File: config.mk
export PLATFORM = sky130hd
export DESIGN_NAME = dmem_lsu
export DESIGN_NICKNAME = d
export VERILOG_FILES = /design/src/rtl/dmem_lsu_pkg.sv /design/src/rtl/dmem_lsu_align.sv /design/src/rtl/dmem_lsu.sv
export SDC_FILE = /design/constraint.sdc
export NUM_CORES = 1
export LEC_CHECK = 0
export ABC_CLOCK_PERIOD_IN_PS = 2610
export CAP_MARGIN = 10
export CORE_MARGIN = 2
export CORE_UTILIZATION = 43
export DETAILED_ROUTE_END_ITERATION = 16
export GPL_ROUTABILITY_DRIVEN = 0
export GPL_TIMING_DRIVEN = 0
export PLACE_DENSITY_LB_ADDON = 0.1
export SYNTH_ARGS = -nofsm -noshare
export SYNTH_HDL_FRONTEND = slang
export SYNTH_SLANG_ARGS = --single-unit
File: constraint.sdc
create_clock -name clk -period 2.61 [get_ports clk]
set_clock_uncertainty 0.1 [all_clocks]
set_input_delay 0.522 -clock clk [delete_from_list [all_inputs] [get_ports clk]]
set_output_delay 0.522 -clock clk [all_outputs]
set_load 0.05 [all_outputs]
File: src/rtl/dmem_lsu_pkg.sv
// Shared types and constants for the data-memory load/store unit.
// Also holds the request legality helpers used by dmem_lsu.
package dmem_lsu_pkg;

    typedef enum logic [1:0] {
        IDLE  = 2'd0,
        READ  = 2'd1,
        WRITE = 2'd2,
        RESP  = 2'd3
    } state_e;

    localparam logic [2:0] F3_B  = 3'b000;
    localparam logic [2:0] F3_H  = 3'b001;
    localparam logic [2:0] F3_W  = 3'b010;
    localparam logic [2:0] F3_BU = 3'b100;
    localparam logic [2:0] F3_HU = 3'b101;

    // Unsigned sizes only make sense for loads.
    function automatic logic f3_illegal(input logic [2:0] f3, input logic we);
        return (f3 == 3'b011) || (f3 == 3'b110) || (f3 == 3'b111) || (f3[2] && we);
    endfunction

    function automatic logic f3_misaligned(input logic [2:0] f3, input logic [1:0] off);
        return (((f3 == F3_H) || (f3 == F3_HU)) && off[0]) || ((f3 == F3_W) && (off != 2'b00));
    endfunction

endpackage

File: src/rtl/dmem_lsu_align.sv
// Lane extraction with sign/zero extension for loads, and byte/halfword
// merge into a previously read word for sub-word stores.
module dmem_lsu_align
    import dmem_lsu_pkg::*;
(
    input  logic [2:0]  funct3_i,
    input  logic [1:0]  off_i,
    input  logic [31:0] word_i,
    input  logic [31:0] wdata_i,
    output logic [31:0] load_o,
    output logic [31:0] merge_o
);

    logic [7:0]  byte_sel;
    logic [15:0] half_sel;

    // Halfword lane follows addr[1] only; addr[0] is ignored by design.
    always_comb begin
        byte_sel = word_i[{off_i, 3'b000} +: 8];
        half_sel = off_i[1] ? word_i[31:16] : word_i[15:0];

        case (funct3_i)
            F3_B:    load_o = {{24{byte_sel[7]}}, byte_sel};
            F3_BU:   load_o = {24'd0, byte_sel};
            F3_H:    load_o = {{16{half_sel[15]}}, half_sel};
            F3_HU:   load_o = {16'd0, half_sel};
            default: load_o = word_i;
        endcase

        merge_o = word_i;
        case (funct3_i)
            F3_B: merge_o[{off_i, 3'b000} +: 8] = wdata_i[7:0];
            F3_H: begin
                if (off_i[1]) merge_o[31:16] = wdata_i[15:0];
                else          merge_o[15:0]  = wdata_i[15:0];
            end
            default: merge_o = wdata_i;
        endcase
    end

endmodule

File: src/rtl/dmem_lsu.sv
// Load/store unit between a core request port and a single-cycle data memory.
// Define DMEM_LSU_MISALIGN_TRAP_EN to report misaligned h/hu/w as errors.
module dmem_lsu
    import dmem_lsu_pkg::*;
(
    input  logic        clk,
    input  logic        rst,
    input  logic        req_valid,
    output logic        req_ready,
    input  logic        req_we,
    input  logic [2:0]  req_funct3,
    input  logic [31:0] req_addr,
    input  logic [31:0] req_wdata,
    output logic        rsp_valid,
    output logic [31:0] rsp_rdata,
    output logic        rsp_err,
    output logic [31:0] mem_A,
    output logic [31:0] mem_WD,
    output logic        mem_WE,
    input  logic [31:0] mem_RD
);

    state_e      state_q;
    logic        we_q;
    logic [2:0]  f3_q;
    logic [31:0] addr_q;
    logic [31:0] wdata_q;
    logic [31:0] rdword_q;
    logic        rsp_valid_q;
    logic        rsp_err_q;
    logic [31:0] rsp_rdata_q;

    logic        bad_req_d;
    logic [31:0] align_word_d;
    logic [31:0] load_data;
    logic [31:0] merge_data;

    always_comb begin
        bad_req_d = f3_illegal(req_funct3, req_we);
`ifdef DMEM_LSU_MISALIGN_TRAP_EN
        bad_req_d = bad_req_d || f3_misaligned(req_funct3, req_addr[1:0]);
`else
        bad_req_d = bad_req_d;
`endif
    end

    // Live memory data during READ, captured word afterwards for the store merge.
    assign align_word_d = (state_q == READ) ? mem_RD : rdword_q;

    dmem_lsu_align u_align (
        .funct3_i (f3_q),
        .off_i    (addr_q[1:0]),
        .word_i   (align_word_d),
        .wdata_i  (wdata_q),
        .load_o   (load_data),
        .merge_o  (merge_data)
    );

    always_ff @(posedge clk) begin
        if (rst) begin
            state_q     <= IDLE;
            we_q        <= 1'b0;
            f3_q        <= 3'd0;
            addr_q      <= 32'd0;
            wdata_q     <= 32'd0;
            rdword_q    <= 32'd0;
            rsp_valid_q <= 1'b0;
            rsp_err_q   <= 1'b0;
            rsp_rdata_q <= 32'd0;
        end else begin
            case (state_q)
                IDLE: begin
                    if (req_valid) begin
                        we_q    <= req_we;
                        f3_q    <= req_funct3;
                        addr_q  <= req_addr;
                        wdata_q <= req_wdata;
                        if (bad_req_d) begin
                            state_q     <= RESP;
                            rsp_valid_q <= 1'b1;
                            rsp_err_q   <= 1'b1;
                        end else if (req_we && (req_funct3 == F3_W)) begin
                            state_q <= WRITE;
                        end else begin
                            state_q <= READ;
                        end
                    end
                end
                READ: begin
                    rdword_q <= mem_RD;
                    if (we_q) begin
                        state_q <= WRITE;
                    end else begin
                        state_q     <= RESP;
                        rsp_valid_q <= 1'b1;
                        rsp_rdata_q <= load_data;
                    end
                end
                WRITE: begin
                    state_q     <= RESP;
                    rsp_valid_q <= 1'b1;
                end
                default: begin
                    state_q     <= IDLE;
                    rsp_valid_q <= 1'b0;
                    rsp_err_q   <= 1'b0;
                    rsp_rdata_q <= 32'd0;
                end
            endcase
        end
    end

    assign req_ready = (state_q == IDLE);
    assign rsp_valid = rsp_valid_q;
    assign rsp_err   = rsp_err_q;
    assign rsp_rdata = rsp_rdata_q;

    // Reset in the WRITE cycle must not reach the memory.
    assign mem_A  = ((state_q == READ) || (state_q == WRITE)) ? {addr_q[31:2], 2'b00} : 32'd0;
    assign mem_WD = (state_q == WRITE) ? merge_data : 32'd0;
    assign mem_WE = (state_q == WRITE) && !rst;

endmodule
==> impl_metrics.toml <==
[sta]
tightest_slew_ns = 0.638
hold_viol = 0
final_min_period_over_clock_period_pct = 114
shortest_period_the_worst_path_allows_ns = 2.99
rsz_0062_raised_after_global_routing = "yes"
setup_violations = 32
final_ws_setup_ns = -0.378
maxSlewViolCount = 0
fmax_mhz = 335
timing.max_slew.rel_slack_pct = 57.5

[cts]
cts.htree.levels = 4
clk_path_buf_depth = 2
cts_inserted_buffers = 17
clkTransAtPathRegs_ns = 0.06
cts_tree = "yes"
clkSinkCount = 136
clock-root-buffer = "sky130_fd_sc_hd__clkbuf_16"
worst_skew_late_latency_ns = 0.43

[synthesis]
post_synth_inst_count = 793
synth_largest_area_cell = "sky130_fd_sc_hd__dfxtp_1"
synth_mux_area_share_pct = 8.91
postSynth.topFlopCell = "sky130_fd_sc_hd__dfxtp_1"
synth_xor_xnor_area_share_pct = 0
yosys.area_share.simple_pct = 22.6
netlist_top_cells_count = "sky130_fd_sc_hd__nand2_1 (174), sky130_fd_sc_hd__dfxtp_1 (136), sky130_fd_sc_hd__a21oi_1 (88)"
ys_top_cells_by_area = "sky130_fd_sc_hd__dfxtp_1 (41%), sky130_fd_sc_hd__nand2_1 (10%), sky130_fd_sc_hd__a21oi_1 (6.7%)"
synth-warning-count = 0
yosysMostFrequentCell = "sky130_fd_sc_hd__nand2_1"
synthAdderAreaFrac_pct = 1.91
synth.yosys.seq_area_share_pct = 41.5
async_flop_share_pct = 0
synth_top_family_by_area = "simple AND/OR/NAND/NOR gates"
mean_area_per_synthesized_cell_sq_um = 8.27
synth-edff-count = 0
synth_top_cell_area_share_pct = 41.5
synth_compound_gate_area_share_pct = 20.0
synth-seq-cells = 136
syn_area_sq_um = 6560
synth_cell_types = 48

[worst_hold_path]
min-delay-path-class = "reg -> reg"
holdPathStages = 2

[final_layout]
finalNetCount = 1178
multi_input_logic_area_sq_um = 4250
layout-drive-gt1-share_pct = 31.0
post_layout_nonfiller_instances = 1266
seqCellArea_sq_um = 2740
fill_cells = 1184
area_delta_synth_final_pct = 63.9
num_antenna_cells = 0
postLayoutCoreUtil_pct = 71.6

[floorplan]
design.die.area_sq_um = 16300
die_height_um = 128
core_area_sq_um = 15000
initial_utilization_pct = 43.6
ioPinCount = 203
floorplan.rows = 45
die_width_um = 128

[worst_setup_path]
wp_data_required_ns = 1.99
ff2ff_setup_slack_ns = 0.01
worst-path-max-fanout = 10
crit_path_start_kind = "flip-flop"
cp_data_arrival_time_ns = 2.37
critPathCaptureType = "output port"
reg2regPathDepth = 9
worstSetupPathType = "reg -> out"

[outcome]
violated_checks = "setup timing"
result_of_the_run = "finished with violations"

[placed_design]
post-place-cells = 1182
post-dp-hpwl_um = 16600
port_buffers = 200

[power_and_ir_drop]
power.internal_w = 0.00682
power.density_nw_per_um2 = 1070
max-vdd-ir-drop_v = 0.000607
clockPowerShare_pct = 22.3
leakagePower_nw = 4.23
power_switching_share_pct = 40.9
seqPwrFrac_pct = 23.8
logic_gate_share_of_total_power_pct = 53.9
net_switching_power_of_the_design_w = 0.00472

[global_routing]
antenna_found_initial = 0
groute.usage.overall_pct = 28.9
maximum_number_of_pins_on_one_net_before_global_route_repair = 17
first_global_vias = 6644
gr_overflow_total = 0
first_pass_grt_wire_length_um = 35900

[drt]
drc_errors = 0
detail_route.wirelength_um = 24000
via_count = 6966
drtAntennaViolNets = 0
detailedRoute.firstIterationViolations = 617
drt_first_pass_iters = 7
route.detailed.wl_per_inst_um = 18.9
route.detailed.vias_per_inst = 5.50

[run]
max-cap-violations = 0
[final cells by class]
| class | instances | share of cell area, % |
|---|---|---|
| inverters | 15 | 0.616 |
| well taps | 188 | 2.19 |
| repair buffers | 255 | 22.7 |
| flip-flops and latches | 136 | 25.5 |
| plain buffers | 56 | 3.66 |
| clock inverters | 12 | 1.62 |
| multi-input cells | 584 | 39.5 |
| clock buffers | 20 | 4.25 |
[cells in the final DEF (no fill, tap or decap), types with 5 or more instances in the layout]
master / count
sky130_fd_sc_hd__a21oi_1: 81
sky130_fd_sc_hd__a221o_2: 17
sky130_fd_sc_hd__a221oi_2: 5
sky130_fd_sc_hd__a222oi_1: 16
sky130_fd_sc_hd__a22oi_1: 7
sky130_fd_sc_hd__a22oi_2: 8
sky130_fd_sc_hd__and2_1: 31
sky130_fd_sc_hd__buf_1: 7
sky130_fd_sc_hd__buf_12: 10
sky130_fd_sc_hd__buf_2: 33
sky130_fd_sc_hd__buf_4: 44
sky130_fd_sc_hd__buf_6: 38
sky130_fd_sc_hd__buf_8: 7
sky130_fd_sc_hd__clkbuf_1: 23
sky130_fd_sc_hd__clkbuf_16: 17
sky130_fd_sc_hd__clkbuf_2: 7
sky130_fd_sc_hd__clkbuf_8: 5
sky130_fd_sc_hd__clkdlybuf4s50_1: 136
sky130_fd_sc_hd__dfxtp_1: 130
sky130_fd_sc_hd__inv_1: 8
sky130_fd_sc_hd__inv_2: 5
sky130_fd_sc_hd__mux2_4: 23
sky130_fd_sc_hd__mux2i_1: 15
sky130_fd_sc_hd__mux2i_4: 10
sky130_fd_sc_hd__nand2_1: 171
sky130_fd_sc_hd__nand3_1: 8
sky130_fd_sc_hd__nor2_1: 43
sky130_fd_sc_hd__nor2b_1: 18
sky130_fd_sc_hd__nor2b_4: 30
sky130_fd_sc_hd__o21ai_0: 15
sky130_fd_sc_hd__o21ai_2: 11
[power by group through the flow]
stage / registers [W] / clock network (W) / logic [W]
floorplan: 0.00280 / 0 / 0.00322
global placement: 0.00270 / 0 / 0.00473
detailed placement: 0.00272 / 0 / 0.00476
CTS: 0.00272 / 0.00258 / 0.00598
global route: 0.00278 / 0.00268 / 0.00654
finish: 0.00275 / 0.00257 / 0.00622
[through the flow]
step / worst slack [ns] / power, W / cell area (sq um) / hold WS, ns / TNS, ns
final: -0.378 / 0.0115 / 10800 / 0.347 / -9.40
after global routing: -0.461 / 0.0120 / 10800 / 0.361 / -11.85
after CTS: -0.372 / 0.0113 / 10700 / 0.349 / -9.51
after detailed placement: -1.06 / 0.00748 / 9090 / 0.342 / -41.32
after global placement: -1.04 / 0.00743 / 9090 / 0.337 / -40.04
after floorplan: 0.0153 / 0.00602 / 6850 / 0.332 / 0
[worst max-delay path: stages, from the launching register on]
cell and delay (ns):
sky130_fd_sc_hd__dfxtp_4 0.36, sky130_fd_sc_hd__inv_4 0.04, sky130_fd_sc_hd__ha_4 0.15, sky130_fd_sc_hd__buf_12 0.14, sky130_fd_sc_hd__buf_12 0.15, sky130_fd_sc_hd__mux2_4 0.37, sky130_fd_sc_hd__a222oi_1 0.48, sky130_fd_sc_hd__nor2b_4 0.07
sky130_fd_sc_hd__buf_6 0.16
[kinds of logic (layout without fill, tap and decap cells)]
family | after synthesis | count (layout)
flops | 136 | 136
buf+inv | 74 | 358
compound gates | 195 | 195
fa+ha+maj | 10 | 10
simple gates | 322 | 322
other cells | 1 | 2
mux | 55 | 55
[sequential cells by signal, summed over array words and instances (netlist names)]
name       flops
addr_q        32
f3_q           3
rdword_q      32
rsp_err        1
rsp_rdata     32
rsp_valid      1
state_q        2
wdata_q       32
we_q           1
[metal layers]
layer | wire length [um] | part of all wire [%] | GRT usage, %
met2 | 11000 | 46 | 45.9
met1 | 9630 | 40 | 35.4
met3 | 2180 | 9.1 | 8.21
met4 | 1140 | 4.8 | 15.9
met5 | 0 | 0 | 0
[final timing paths]
check                          startpoint                          to
hold / removal     addr_q[3]$_SDFFE_PP0P_      addr_q[3]$_SDFFE_PP0P_
setup / recovery  state_q[1]$_SDFFE_PP0P_                  mem_WD[21]
hold reg to reg    addr_q[3]$_SDFFE_PP0P_      addr_q[3]$_SDFFE_PP0P_
setup reg to reg  state_q[1]$_SDFFE_PP0P_  rsp_rdata[25]$_SDFFE_PP0P_
[repair_timing]
| item | in CTS | in global routing |
|---|---|---|
| gates cloned | 5 | 0 |
| hold buffers | 0 | 0 |
| hold endpoints to repair | 0 | 0 |
| pin swaps | 37 | 22 |
| buffers inserted | 37 | 18 |
| gates resized for setup | 481 | 96 |
| endpoints found under the setup margin | 91 | 95 |
Note: power is estimated with default switching activity, not from simulation.
